**src/rtl/serial_subtractor.sv**
```systemverilog
// Bit-serial WIDTH-bit subtractor: diff = a - b - bw_in, one bit per clock, LSB first.
// Start/done handshake; diff and bw_out are held until the next operation completes.
// Optional: define SERIAL_SUB_OVF_EN to add the two's-complement overflow output ovf.
module serial_subtractor #(
  parameter int unsigned WIDTH = 8
) (
  input  logic             clk,
  input  logic             rst,
  input  logic             start,
  input  logic [WIDTH-1:0] a,
  input  logic [WIDTH-1:0] b,
  input  logic             bw_in,
  output logic             busy,
  output logic             done,
  output logic [WIDTH-1:0] diff,
  output logic             bw_out
`ifdef SERIAL_SUB_OVF_EN
  ,
  output logic             ovf
`endif
);

  localparam int unsigned CntW = $clog2(WIDTH + 1);

  typedef enum logic [1:0] {StIdle, StRun, StDone} state_e;

  state_e            state_q, state_d;
  logic [WIDTH-1:0]  a_q, a_d;
  logic [WIDTH-1:0]  b_q, b_d;
  logic [WIDTH-1:0]  res_q, res_d;
  logic [CntW-1:0]   cnt_q, cnt_d;
  logic              br_q, br_d;
  logic [WIDTH-1:0]  diff_q, diff_d;
  logic              bw_out_q, bw_out_d;

  // Single full-subtractor cell working on the current LSBs.
  logic bit_d, bit_br;
  assign bit_d  = a_q[0] ^ b_q[0] ^ br_q;
  assign bit_br = (~a_q[0] & b_q[0]) | (~(a_q[0] ^ b_q[0]) & br_q);

`ifdef SERIAL_SUB_OVF_EN
  // Operand sign bits are kept separately because the shift registers lose them.
  logic a_msb_q, a_msb_d;
  logic b_msb_q, b_msb_d;
  logic ovf_q, ovf_d;
`endif

  // Next-state, datapath shifting and completion capture.
  always_comb begin
    state_d  = state_q;
    a_d      = a_q;
    b_d      = b_q;
    res_d    = res_q;
    cnt_d    = cnt_q;
    br_d     = br_q;
    diff_d   = diff_q;
    bw_out_d = bw_out_q;
`ifdef SERIAL_SUB_OVF_EN
    a_msb_d  = a_msb_q;
    b_msb_d  = b_msb_q;
    ovf_d    = ovf_q;
`endif
    unique case (state_q)
      StIdle: begin
        if (start) begin
          a_d     = a;
          b_d     = b;
          br_d    = bw_in;
          cnt_d   = '0;
          state_d = StRun;
`ifdef SERIAL_SUB_OVF_EN
          a_msb_d = a[WIDTH-1];
          b_msb_d = b[WIDTH-1];
`endif
        end
      end
      StRun: begin
        res_d = {bit_d, res_q[WIDTH-1:1]};
        a_d   = a_q >> 1;
        b_d   = b_q >> 1;
        br_d  = bit_br;
        cnt_d = cnt_q + CntW'(1);
        if (cnt_q == CntW'(WIDTH - 1)) begin
          diff_d   = {bit_d, res_q[WIDTH-1:1]};
          bw_out_d = bit_br;
          state_d  = StDone;
`ifdef SERIAL_SUB_OVF_EN
          // The last processed bit becomes the result MSB.
          ovf_d    = (a_msb_q ^ b_msb_q) & (a_msb_q ^ bit_d);
`endif
        end
      end
      StDone: begin
        state_d = StIdle;
      end
      default: begin
        state_d = StIdle;
      end
    endcase
  end

  // State and datapath registers with synchronous reset.
  always_ff @(posedge clk) begin
    if (rst) begin
      state_q  <= StIdle;
      a_q      <= '0;
      b_q      <= '0;
      res_q    <= '0;
      cnt_q    <= '0;
      br_q     <= 1'b0;
      diff_q   <= '0;
      bw_out_q <= 1'b0;
`ifdef SERIAL_SUB_OVF_EN
      a_msb_q  <= 1'b0;
      b_msb_q  <= 1'b0;
      ovf_q    <= 1'b0;
`endif
    end else begin
      state_q  <= state_d;
      a_q      <= a_d;
      b_q      <= b_d;
      res_q    <= res_d;
      cnt_q    <= cnt_d;
      br_q     <= br_d;
      diff_q   <= diff_d;
      bw_out_q <= bw_out_d;
`ifdef SERIAL_SUB_OVF_EN
      a_msb_q  <= a_msb_d;
      b_msb_q  <= b_msb_d;
      ovf_q    <= ovf_d;
`endif
    end
  end

  // Handshake flags decode directly from the state.
  always_comb begin
    busy = (state_q == StRun);
    done = (state_q == StDone);
  end

  assign diff   = diff_q;
  assign bw_out = bw_out_q;
`ifdef SERIAL_SUB_OVF_EN
  assign ovf    = ovf_q;
`endif

endmodule

```
**config.mk**
```make
export PLATFORM = sky130hd
export DESIGN_NAME = serial_subtractor
export DESIGN_NICKNAME = d
export VERILOG_FILES = /design/src/rtl/serial_subtractor.sv
export SDC_FILE = /design/constraint.sdc
export NUM_CORES = 1
export LEC_CHECK = 0
export CORE_MARGIN = 3
export CORE_UTILIZATION = 45
export CTS_CLUSTER_DIAMETER = 50
export DETAILED_ROUTE_END_ITERATION = 10
export GPL_TIMING_DRIVEN = 0
export PLACE_DENSITY = 0.67
export SLEW_MARGIN = 20
export SYNTH_ARGS = -nofsm -noshare
export SYNTH_HDL_FRONTEND = slang
export SYNTH_SLANG_ARGS = --single-unit
```
**constraint.sdc**
```tcl
create_clock -name clk -period 2.2 [get_ports clk]
set_input_delay 0.33 -clock clk [delete_from_list [all_inputs] [get_ports clk]]
set_output_delay 0.33 -clock clk [all_outputs]
set_load 0.05 [all_outputs]
```
==> run_results.csv <==
group,metric,value,unit
logic_synthesis,synth_edf_count,0,
routing,wl_met2,1.80,mm
logic_synthesis,yosysUniqueCellTypes,33,
setup_path,crit_family,"buffers and inverters",
routing,drc,0,
logic_synthesis,syn_inst,192,
clock_network,numCtsBuffers,5,
routing,antenna_left,0,
clock_network,cts_resized,2,
logic_synthesis,synth.area.top_cells,"dfxtp_1 45%, nor2_1 6.7%, nand2b_1 6.1%, a211oi_1 6.1%, o2bb2ai_1 6.1%",
die,dieArea,4630,um2
grt,grt_max_degree,12,
routing,highest_layer,"met4",
grt,grt_first_pass_wirelength,6.67,mm
die,fp.dieH,68.0,um
routing,routed_wirelength,3.95,mm
die,initial_core_util,49.2,%
setup_path,cp.arrival,1.66,ns
clock_network,cts_max_level,2,
finish,fin_util,61.4,%
grt,grt_pass1_vias,1380,
timing,clock_skew,0.00360,ns
finish,diodes,0,
worst_hold_path,hold_path.class,"reg -> reg",
die,die_x,68.0,um
finish,layout.nets,250,
logic_synthesis,synth-seq-area-share,45.1,%
setup_path,cpPeakStageDelay,0.55,ns
placement,port_buffers,29,
clock_network,cts-root-buf,"clkbuf_8",
die,io_pins,31,
logic_synthesis,syn-cell-area,1730,um2
finish,syn_to_final_growth,24.8,%
setup_path,cp_slowest_cell,"dlygate4sd2_1",
pwr,power.total,1.44,mW
setup_path,path_class,"reg -> out",
logic_synthesis,synth_ff_type,"dfxtp_1",
clock_network,clk_latency,0.28,ns
logic_synthesis,post-synth-top-area-cell,"dfxtp_1",
timing,period_needed,1.99,ns
job,maxCapViolCount,0,
logic_synthesis,ys_ff_latch,39,
setup_path,critPathLaunchType,"flip-flop",
logic_synthesis,netlist.area_leader.share,45.1,%
finish,drive_gt1_share,8.33,%
timing,setup_viol,0,
routing,via_per_inst,5.33,
logic_synthesis,yosysWarnings,0,
logic_synthesis,synth.top_cells.by_count,"39 x dfxtp_1, 31 x nor2_1, 17 x nand2_1, 17 x nand2b_1, 14 x a211oi_1",
finish,num-fill-cells,326,
timing,rsz0062_at_grt,"no",
timing,relSlewSlack,62.6,%
logic_synthesis,syn_area_per_cell,9.02,um2
die,placeableCoreArea,3520,um2
pwr,max-vdd-ir-drop,0.497,mV
grt,grt_util_all_layers,19.3,%
clock_network,clock-sinks,39,
clock_network,clk_transition_reported_paths,0.07,ns
placement,hpwlAfterDp,2.86,mm
routing,post_drt_wl_per_cell,14.4,um
setup_path,crit_chain,"nand2b_4 -> inv_1 -> buf_2 -> dlygate4sd2_1",
clock_network,cts_hold_buf,0,
timing,whs,0.474,ns
logic_synthesis,synthArstFlopShare,0,%
timing,drv_slew,0,
timing,tightestPinTransition,0.559,ns
setup_path,crit_path_end_kind,"output pin",
timing,fin_setup_tns,0,ns
logic_synthesis,synth.most_common_cell,"dfxtp_1",
pwr,powerDensity,666,nW/um2
die,rows,21,
pwr,p_leak,0.766,nW
grt,grt_overflow,0,
status,status,"complete, no violations",
routing,via_count,1460,
routing,dr_wl_met3,251,um
routing,drt_iter0_drc,98,
placement,finalWeightedCongestion,0.807,
finish,final_cells,274,
timing,fmax,501,MHz
routing,dr.pass1.iters,4,
setup_path,cp_max_fo,10,
clock_network,clk_path_buf_depth,2,
setup_path,required,1.87,ns
setup_path,path_buf_inv,3,
clock_network,post_cts_buffers,0,
timing,post-route-period-util,90.7,%
logic_synthesis,synthesis.nets,214,
placement,dp_cells,267,
grt,antenna_found_initial,0,
timing,hold_viol,0,
routing,route.layer.met1.wl,1.85,mm
clock_network,cts_tree,"built",
[power breakdown]
group / leakage, nW / internal (mW) / switching (mW) / total (mW)
registers: 0.319 / 0.739 / 0.0197 / 0.759
logic: 0.400 / 0.0951 / 0.101 / 0.196
clock network: 0.0470 / 0.246 / 0.238 / 0.484
[cell type report]
class	count	area [um2]	share of cell area, %
Inverter	5	18.8	0.869
Tap cell	46	57.6	2.66
Clock inverter	1	5.00	0.232
Sequential cell	39	781	36.1
Buffer	14	85.1	3.94
Clock buffer	6	82.6	3.82
Multi-Input combinational cell	134	847	39.2
Timing Repair Buffer	29	284	13.1
[stage by stage]
| step | setup WS [ns] | cell area [um2] |
|---|---|---|
| after detailed placement | 0.111 | 2080 |
| final | 0.205 | 2160 |
| after CTS | 0.0588 | 2160 |
| after global placement | 0.0985 | 2080 |
| after floorplan | 0.527 | 1730 |
| after global routing | 0.106 | 2160 |
[worst paths after layout]
check	cells after the start	slack, ns	start	to
worst min register to register	2	0.47	res_q[1]$_SDFFE_PP0P_	res_q[1]$_SDFFE_PP0P_
worst max register to register	4	0.64	cnt_q[0]$_SDFFE_PP0P_	diff[0]$_SDFFE_PP0P_
worst max-delay path	4	0.21	state_q[1]$_SDFFE_PP0P_	busy
worst min-delay path	2	0.47	res_q[1]$_SDFFE_PP0P_	res_q[1]$_SDFFE_PP0P_
[cell families after synthesis]
| kind of cell | Yosys count | share of synthesized area (%) |
|---|---|---|
| buf+inv | 19 | 6.00 |
| fa+ha+maj | 2 | 1.88 |
| flops | 39 | 45.1 |
| simple gates | 75 | 21.5 |
| compound gates | 49 | 20.9 |
| mux | 8 | 4.62 |
[state kept, by name, indices dropped and copies added, names as in the netlist]
name	count
a_q	8
b_q	8
br_q	1
bw_out	1
cnt_q	4
diff	8
res_q	7
state_q	2
[worst register-to-register path, delay by kind of cell, from the launching register on]
family	cells	cell delay, ns
mux	1	0.27
fa+ha+maj	1	0.21
simple gates	2	0.64
flops	1	0.38
[cells in the final DEF (no fill, tap or decap), drive strengths merged]
| cell type | count |
|---|---|
| nor3b | 1 |
| nor2 | 31 |
| o21bai | 1 |
| o22ai | 2 |
| o21ai | 1 |
| nand3 | 2 |
| nor4 | 1 |
| o2bb2ai | 12 |
| buf | 7 |
| clkdlybuf4s50 | 27 |
| clkinv | 1 |
| or3 | 1 |
| o211a | 1 |
| nor3 | 2 |
| a221oi | 2 |
| a21oi | 9 |
| a211oi | 14 |
| o21ba | 1 |
| nand2 | 17 |
| ha | 1 |
| mux2i | 8 |
| a22oi | 3 |
| o21a | 1 |
| clkbuf | 14 |
| o31ai | 1 |
| dlygate4sd2 | 1 |
| dfxtp | 39 |
| a31oi | 1 |
| fa | 1 |
| inv | 5 |
| or4 | 1 |
| nand2b | 19 |
[metal layers]
| metal | up-vias | GRT usage [%] |
|---|---|---|
| met1 | 678 | 26.3 |
| met2 | 37 | 29.6 |
| met3 | 4 | 4.93 |
| met4 | 0 | 6.45 |
| li1 | 741 | - |
| met5 | - | 0 |
Power figures use the tool's default switching activity.
